$ cat config.mk
export PLATFORM = sky130hd
export DESIGN_NAME = conway_sequencer
export DESIGN_NICKNAME = d
export VERILOG_FILES = /design/src/rtl/conway_sequencer.sv
export SDC_FILE = /design/constraint.sdc
export NUM_CORES = 1
export LEC_CHECK = 0
export ABC_AREA = 1
export BUFFER_PORTS_ARGS = -buffer_cell sky130_fd_sc_hd__buf_4
export CAP_MARGIN = 30
export CORE_ASPECT_RATIO = 0.5
export CORE_MARGIN = 2
export CORE_UTILIZATION = 56
export CTS_CLUSTER_SIZE = 10
export DETAILED_ROUTE_END_ITERATION = 8
export GPL_TIMING_DRIVEN = 0
export PLACE_DENSITY = 0.85
export SLEW_MARGIN = 40
export SYNTH_ARGS = -nofsm -noshare
export SYNTH_HDL_FRONTEND = slang
export SYNTH_SLANG_ARGS = --single-unit
$ cat constraint.sdc
create_clock -name clk -period 2.27 [get_ports clk]
set_input_delay 0 -clock clk [delete_from_list [all_inputs] [get_ports clk]]
set_output_delay 0 -clock clk [all_outputs]
set_load 0.05 [all_outputs]
$ cat src/rtl/conway_sequencer.sv
`default_nettype none
// ============================================================================
// Module   : conway_sequencer
// Purpose  : Loads a Game of Life board pattern serially, commits it to the
//            cell array, then advances generations on demand or free-running.
// Revision : 1.0 - initial release
// ============================================================================
module conway_sequencer #(
    parameter int N_ROWS   = 8,
    parameter int N_COLS   = 8,
    parameter int TICK_DIV = 1000000,
    parameter int GEN_W    = 16
) (
    input  logic                       clk,
    input  logic                       rst,
    input  logic                       load_start,
    input  logic                       load_valid,
    input  logic                       load_bit,
    output logic                       load_ready,
    input  logic                       run,
    input  logic                       pause,
    input  logic                       step,
    input  logic                       board_changed,
    output logic [N_ROWS*N_COLS-1:0]   init_pattern,
    output logic                       grid_rst,
    output logic                       grid_ena,
    output logic [GEN_W-1:0]           generation,
    output logic                       running,
    output logic                       stable
);

    localparam int c_n      = N_ROWS * N_COLS;
    localparam int c_cnt_w  = (c_n > 1) ? $clog2(c_n) : 1;
    localparam int c_tick_w = $clog2(TICK_DIV);

    localparam logic [c_cnt_w-1:0]  c_last_bit  = c_cnt_w'(c_n - 1);
    localparam logic [c_tick_w-1:0] c_last_tick = c_tick_w'(TICK_DIV - 1);

    typedef enum logic [2:0] {
        S_IDLE   = 3'd0,
        S_LOAD   = 3'd1,
        S_COMMIT = 3'd2,
        S_PAUSED = 3'd3,
        S_RUN    = 3'd4,
        S_STABLE = 3'd5
    } state_t;

    state_t              r_state;
    state_t              w_state_nxt;
    logic [c_n-1:0]      r_pattern;
    logic [c_n-1:0]      w_pattern_nxt;
    logic [c_cnt_w-1:0]  r_bit_cnt;
    logic [c_cnt_w-1:0]  w_bit_cnt_nxt;
    logic [c_tick_w-1:0] r_tick;
    logic [c_tick_w-1:0] w_tick_nxt;
    logic [GEN_W-1:0]    r_generation;
    logic [GEN_W-1:0]    w_gen_nxt;
    logic [GEN_W-1:0]    w_gen_inc;
    logic                w_ena_nxt;
    logic                w_grst_nxt;
    logic                r_grid_ena;
    logic                r_grid_rst;
    logic                r_load_ready;
    logic                r_running;
    logic                r_stable;

    // Saturating increment; the grid still advances once the count pins.
    assign w_gen_inc = (r_generation == {GEN_W{1'b1}}) ? r_generation
                                                       : r_generation + 1'b1;

    always_comb begin
        w_state_nxt   = r_state;
        w_pattern_nxt = r_pattern;
        w_bit_cnt_nxt = r_bit_cnt;
        w_tick_nxt    = r_tick;
        w_gen_nxt     = r_generation;
        w_ena_nxt     = 1'b0;
        w_grst_nxt    = 1'b0;

        if (load_start && (r_state != S_COMMIT)) begin
            w_state_nxt   = S_LOAD;
            w_bit_cnt_nxt = '0;
        end else begin
            case (r_state)
                S_LOAD: begin
                    if (load_valid) begin
                        w_pattern_nxt[r_bit_cnt] = load_bit;
                        if (r_bit_cnt == c_last_bit) begin
                            w_state_nxt   = S_COMMIT;
                            w_grst_nxt    = 1'b1;
                            w_bit_cnt_nxt = '0;
                        end else begin
                            w_bit_cnt_nxt = r_bit_cnt + 1'b1;
                        end
                    end
                end
                S_COMMIT: begin
                    w_gen_nxt   = '0;
                    w_state_nxt = S_PAUSED;
                end
                S_PAUSED: begin
                    if (pause) begin
                        w_state_nxt = S_PAUSED;
                    end else if (run) begin
                        w_state_nxt = S_RUN;
                        w_tick_nxt  = '0;
                    end else if (step) begin
                        if (board_changed) begin
                            w_ena_nxt = 1'b1;
                            w_gen_nxt = w_gen_inc;
                        end else begin
                            w_state_nxt = S_STABLE;
                        end
                    end
                end
                S_RUN: begin
                    // pause outranks the terminal count, so no pulse escapes
                    if (pause) begin
                        w_state_nxt = S_PAUSED;
                        w_tick_nxt  = '0;
                    end else if (r_tick == c_last_tick) begin
                        w_tick_nxt = '0;
                        if (board_changed) begin
                            w_ena_nxt = 1'b1;
                            w_gen_nxt = w_gen_inc;
                        end else begin
                            w_state_nxt = S_STABLE;
                        end
                    end else begin
                        w_tick_nxt = r_tick + 1'b1;
                    end
                end
                S_STABLE: begin
                    if (pause) begin
                        w_state_nxt = S_PAUSED;
                    end
                end
                default: begin
                    w_state_nxt = S_IDLE;
                end
            endcase
        end
    end

    always_ff @(posedge clk) begin
        if (rst) begin
            r_state      <= S_IDLE;
            r_pattern    <= '0;
            r_bit_cnt    <= '0;
            r_tick       <= '0;
            r_generation <= '0;
            r_grid_ena   <= 1'b0;
            r_grid_rst   <= 1'b0;
            r_load_ready <= 1'b0;
            r_running    <= 1'b0;
            r_stable     <= 1'b0;
        end else begin
            r_state      <= w_state_nxt;
            r_pattern    <= w_pattern_nxt;
            r_bit_cnt    <= w_bit_cnt_nxt;
            r_tick       <= w_tick_nxt;
            r_generation <= w_gen_nxt;
            r_grid_ena   <= w_ena_nxt;
            r_grid_rst   <= w_grst_nxt;
            r_load_ready <= (w_state_nxt == S_LOAD);
            r_running    <= (w_state_nxt == S_RUN);
            r_stable     <= (w_state_nxt == S_STABLE);
        end
    end

    assign init_pattern = r_pattern;
    assign grid_rst     = r_grid_rst;
    assign grid_ena     = r_grid_ena;
    assign generation   = r_generation;
    assign load_ready   = r_load_ready;
    assign running      = r_running;
    assign stable       = r_stable;

endmodule
`default_nettype wire

Word-level counts from Yosys, hierarchy flattened

Cells that the tools add are included.

Bits in read-only memories: 0
Memories: 0
Bits in writable memories: 0
Input port bits: 9
Bits in registers: 114
Latch bits: 0

Divide/modulo/power cells: 0
Reductions and logical operators: 10
Order comparisons: 2
Shift-type cells: 0
Eq/ne operators: 18
Mux-type cells: 36
$add $sub $neg: 3
Multipliers: 0
Bitwise operators: 3

Operator list:

| cell                                                                         | number |
|---|---|
| 16-bit two-way mux                                                           | 7 |
| 20-bit two-way mux                                                           | 4 |
| 64-bit bitwise mux                                                           | 1 |
| 16-bit one-hot mux with 3 select lines                                       | 1 |
| 20-bit one-hot mux with 2 select lines                                       | 1 |
| 3-bit two-way mux                                                            | 10 |
| 20-bit by 1-bit adder with 20-bit output, second input constant              | 1 |
| 20-bit == test, second input constant                                        | 1 |
| 16-bit by 1-bit adder with 16-bit output, second input constant              | 1 |
| 16-bit == test, second input constant                                        | 1 |
| 3-bit one-hot mux with 5 select lines                                        | 1 |
| 3-bit == test, second input constant                                         | 4 |
| 2-bit inequality test, second input constant                                 | 6 |
| 1-bit two-way mux                                                            | 8 |
| 6-bit by 7-bit less-than comparator with 1-bit output, second input constant | 1 |
| 7-bit AND reduction                                                          | 1 |
| 6-bit by 1-bit adder with 6-bit output, second input constant                | 1 |
| 1-bit demux with 6-bit select                                                | 1 |
| 3-bit by 1-bit == test with 1-bit output, second input constant              | 2 |
| 3-bit by 2-bit == test with 1-bit output, second input constant              | 2 |
| 6-bit == test, second input constant                                         | 1 |
| 6-bit by 1-bit >= comparator with 1-bit output, second input constant        | 1 |
| 6-bit two-way mux                                                            | 1 |
| 4-bit AND reduction                                                          | 1 |
| other kinds (10)                                                             | 13 |

Logic depth before layout (Yosys ltp)

Depth in word-level cells: 7
Gate-level depth with buffers: 12
Mapped depth without buffers: 11

Worst setup path after synthesis

OpenSTA, ideal clock, no wires.

Path kind: register -> register
From: reg r_generation[0], in the netlist generation[0]
To: reg r_generation[3], in the netlist generation[3]
Buffers on the path: 1
Arrival time: 2.007 ns
Required time: 2.138 ns
Cell stages (with the launch flop): 12
Slack: 0.130 ns
Cell sequence: dfxtp_1 -> ha_1 -> nand2_1 -> inv_1 -> nand2_1 -> nor2_1 -> nand3_1 -> nand3_2 -> nand2_2 -> buf_6 -> nand2_1 -> a21oi_1

Word-level cells in the longest chain between the ends: 7
Elaborated cells between the ends (all ways): 10
Those cells by class: add/sub: 1; eq/ne: 1; mux: 8

RTL lines:

| item                                                                       | line     | text |
|---|---|---|
| start: declaration                                                         | 56       | `logic [GEN_W-1:0] r_generation;` |
| start signal: assignment                                                   | 162      | `r_generation <= w_gen_nxt;` |
| 16-bit by 1-bit adder with 16-bit output or 16-bit == test (tied branches) | 69, 68   |  |
| 16-bit two-way mux (*)                                                     | 68       | `assign w_gen_inc = (r_generation == {GEN_W{1'b1}}) ? r_generation` |
| 16-bit two-way mux (*)                                                     | 108, 123 |  |
| 16-bit two-way mux                                                         | 107      | `end else if (step) begin` |
| 16-bit two-way mux                                                         | 104      | `end else if (run) begin` |
| 16-bit two-way mux                                                         | 102      | `if (pause) begin` |
| 16-bit one-hot mux with 3 select lines (*)                                 | 84       | `case (r_state)` |

Every way passes the cells marked *; elsewhere a longest branch is shown, timed or not. The select of a mux whose other input is x is not followed.
A chain may end at the register's enable or synchronous reset.

Worst setup path in the final report

From: reg r_bit_cnt[0]
To: reg r_pattern[43], in the netlist init_pattern[43]

Word-level cells in the longest chain between the ends: 5
Elaborated cells between the ends (all ways): 6
Those cells by class: order compare: 2; mux: 3; reduce/logical: 1

RTL lines:

| item                                                                                                                                          | line | text |
|---|---|---|
| start: declaration                                                                                                                            | 52   | `logic [c_cnt_w-1:0] r_bit_cnt;` |
| start signal: assignment                                                                                                                      | 160  | `r_bit_cnt <= w_bit_cnt_nxt;` |
| 6-bit by 7-bit less-than comparator with 1-bit output (not written as such) or 6-bit by 1-bit >= comparator with 1-bit output (tied branches) | 87   | `w_pattern_nxt[r_bit_cnt] = load_bit;` |
| 1-bit logical AND (not written as such)                                                                                                       | 87   |  |
| 1-bit two-way mux (not written as such)                                                                                                       | 87   |  |
| 1-bit demux with 6-bit select (*)                                                                                                             | 87   |  |
| 64-bit bitwise mux (*)                                                                                                                        | 87   |  |
| end signal: assignment                                                                                                                        | 159  | `r_pattern <= w_pattern_nxt;` |
| end: declaration                                                                                                                              | 50   | `logic [c_n-1:0] r_pattern;` |

Every way passes the cells marked *; elsewhere a longest branch is shown, timed or not.

==> key figures <==
CTS
  • Postcts setup bufs: 0
  • Skew-Pair Late Insertion Delay: 0.41 ns
  • Num CTS Buffers: 17
  • Deepest clock path buffer count: 2
  • Clock tree sinks: 114
  • CTS tree: built
  • Root Buffer: clkbuf_16
  • Clock Pin Slew Worst Setup and Hold Paths: 0.06 ns
  • Htree depth: 4

Cells and area
  • Inserted Diodes: 0
  • Util after Layout: 74.1%
  • Fillers: 730
  • Layout area overhead: 26.6%
  • Final Non-Filler Cells: 1023
  • Share of cells above drive strength 1: 22.0%
  • NumNets Final: 887

Worst setup path
  • Worst-path fanout max: 9
  • Setup crit start kind: register
  • Type of the worst setup path: reg2reg
  • Critical Path End Type: register
  • Worst Setup SP: r_bit_cnt[0]$_SDFFE_PP0P_
  • CP required: 2.54 ns
  • R2r startpoint: r_bit_cnt[0]$_SDFFE_PP0P_
  • CP arrival: 2.49 ns

Timing
  • Unrepaired setup endpoints after global routing: no
  • Worst slew margin: 44.3%
  • Setup_tns: 0 ns
  • Fmax: 450 MHz
  • Final setup vio count: 0
  • Post-Route Skew: 0.00485 ns
  • Hold Violations, Final: 0
  • Min Clock Period, post-route: 2.22 ns
  • Worst Tran Pin Value: 0.831 ns
  • Final period util: 97.8%
  • Final slew viol count: 0

Route
  • Vias: 5935
  • Total wire length: 16.0 mm
  • Avg WL per Cell: 15.7 um
  • 1st-iter DRT viols: 536
  • DR pass1 iterations: 5
  • Vias/cell: 5.80
  • DRT antenna net count: 0
  • # DRC: 0

Power and ir drop
  • Pwr Density: 696 nW/um^2
  • Final Total Pwr: 4930 uW
  • P_leak: 0.00280 uW
  • Max VDD drop: 553 uV

Hold path
  • Worst Hold Class: in2reg
  • Hold Crit Start: rst

Floorplanning
  • Initial core utilization: 58.5%
  • Die ar.: 10900 sq um
  • Die Y: 74.7 um
  • Row cnt: 25
  • Die width: 145 um
  • IO Count: 94
  • Placeable Area: 9570 sq um

Yosys
  • Post-synthesis sequential area ratio: 40.8%
  • Syn Nets: 774
  • Avg Inst Size Synth: 7.35 sq um
  • Synth Flop Type: dfxtp_1
  • Synth warn: 0
  • Number of synthesized flops with an enable pin: 0
  • Async S/R FF share, synth: 0%
  • Yosys reg bits: 114
  • Synth cell types: 44
  • Mapped cell area: 5600 sq um
  • Cells after Synth: 762

GRT
  • Tot GR Track Use: 29.9%
  • Vias in the first global route: 5339
  • Total grt overflow: 0
  • First-pass GRT wire length: 25.9 mm
  • Largest net degree at the start of global routing: 17
  • Initial antenna violation count: 0

Placed design
  • IO buf count: 91
  • Hpwl dp: 10.8 mm
  • Placed cell count: 988
  • GP Congestion: 0.915

Outcome
  • Status: finished clean

Job
  • Max-Cap Viols: 0
[per-layer routing]
| metal | track usage (%) | routed length (um) | vias up |
|---|---|---|---|
| met5 | 0 | 0 | - |
| met4 | 12.1 | 330 | 0 |
| met3 | 6.12 | 1270 | 39 |
| met2 | 52.8 | 7620 | 289 |
| met1 | 37.1 | 6830 | 2773 |
| li1 | - | - | 2834 |
[critical path, cell delays in order (launching register included)]
cell and delay (ns):
dfxtp_1 0.36, clkbuf_2 0.20, inv_1 0.13, nor3_2 0.69, nand2_1 0.36, nor3_1 0.26
nor3_1 0.08
[through the flow]
step	hold slack, ns	area, sq um	worst slack (ns)
finish	0.0456	7090	0.0500
global route	0.0663	7090	0.0123
CTS	0.0273	7090	0.102
detailed placement	0.300	6450	0.146
global placement	0.301	6450	0.204
floorplan	0.141	5600	0.130
[path summary, 6_finish.rpt]
path	end	slack, ns	cells past startpoint
hold reg to reg	r_tick[18]$_SDFFE_PP0P_	0.48	2
setup / recovery	init_pattern[43]$_SDFFE_PP0P_	0.05	6
setup reg to reg	init_pattern[43]$_SDFFE_PP0P_	0.05	6
hold / removal	r_state[2]$_SDFF_PP0_	0.05	2
[layout make-up]
cell class	count	area, sq um	area share, %
multi-input cells	540	2870	40.5
flip-flops and latches	114	2280	32.2
repair buffers	94	713	10.1
clock buffers	20	447	6.30
inverters	73	274	3.87
plain buffers	35	176	2.49
well taps	135	169	2.38
clock inverters	12	158	2.22
[where the power goes]
| group | total (uW) | switching [uW] | internal [uW] |
|---|---|---|---|
| registers | 2010 | 2.33 | 2010 |
| logic | 179 | 136 | 42.8 |
| clock network | 2750 | 990 | 1760 |
| total | 4930 | 1130 | 3810 |
[synth_stat cells, types with 3 or more instances]
library cell	count	share of area, %
nand2_2	9	1.0
nand2_1	107	7.2
nor3_1	89	8.0
nor2_1	88	5.9
o21ai_0	15	1.3
a311oi_1	14	2.2
nand2_4	4	0.80
a21oi_1	55	4.9
nand4_1	13	1.5
a211oi_1	8	1.1
xor2_1	14	2.2
buf_6	3	0.60
ha_1	3	0.67
o21bai_1	3	0.40
dfxtp_1	114	41
nand3_2	3	0.54
xnor2_1	3	0.47
nor2_4	3	0.60
nand3_1	40	3.6
clkbuf_1	17	1.1
o21ai_1	3	0.27
buf_2	11	0.98
inv_2	9	0.60
inv_1	62	4.2
nor3_2	5	0.89
a31oi_1	31	3.5
nor2_2	14	1.6
[layout by cell type, fill, tap and decap left out, types with 4 or more instances in the layout]
cell type and count:
clkbuf_1 19, dfxtp_1 113, nand2_1 107, inv_1 62
a311oi_1 14, nand4_1 13, nor3_2 5, clkbuf_16 17
nand2_4 4, nand2_2 9, nor3_1 89, nand3_1 40
nor2_2 15, o21ai_0 15, a21oi_1 55, a211oi_1 8
xor2_1 14, buf_4 93, inv_2 9, nor2_1 87
buf_2 11, a31oi_1 31
[logic make-up (layout without fill, tap and decap cells)]
| logic type | after synthesis | in the layout | synth area share [%] |
|---|---|---|---|
| xor+xnor | 17 | 17 | 2.66 |
| compound gates | 134 | 134 | 14.5 |
| buf+inv | 108 | 234 | 8.04 |
| fa+ha+maj | 3 | 3 | 0.670 |
| simple gates | 386 | 386 | 33.4 |
| flops | 114 | 114 | 40.8 |
[repair_timing]
action	CTS	global route
endpoints found under the setup margin	0	12
gates resized for setup	0	2
hold buffers	3	0
hold endpoints to repair	2	0
[sequential cells by signal, summed over array words and instances (netlist names)]
register / cells
stable: 1
running: 1
r_state: 3
init_pattern: 64
grid_rst: 1
r_bit_cnt: 6
r_tick: 20
load_ready: 1
generation: 16
grid_ena: 1
Power figures use the tool's default switching activity.
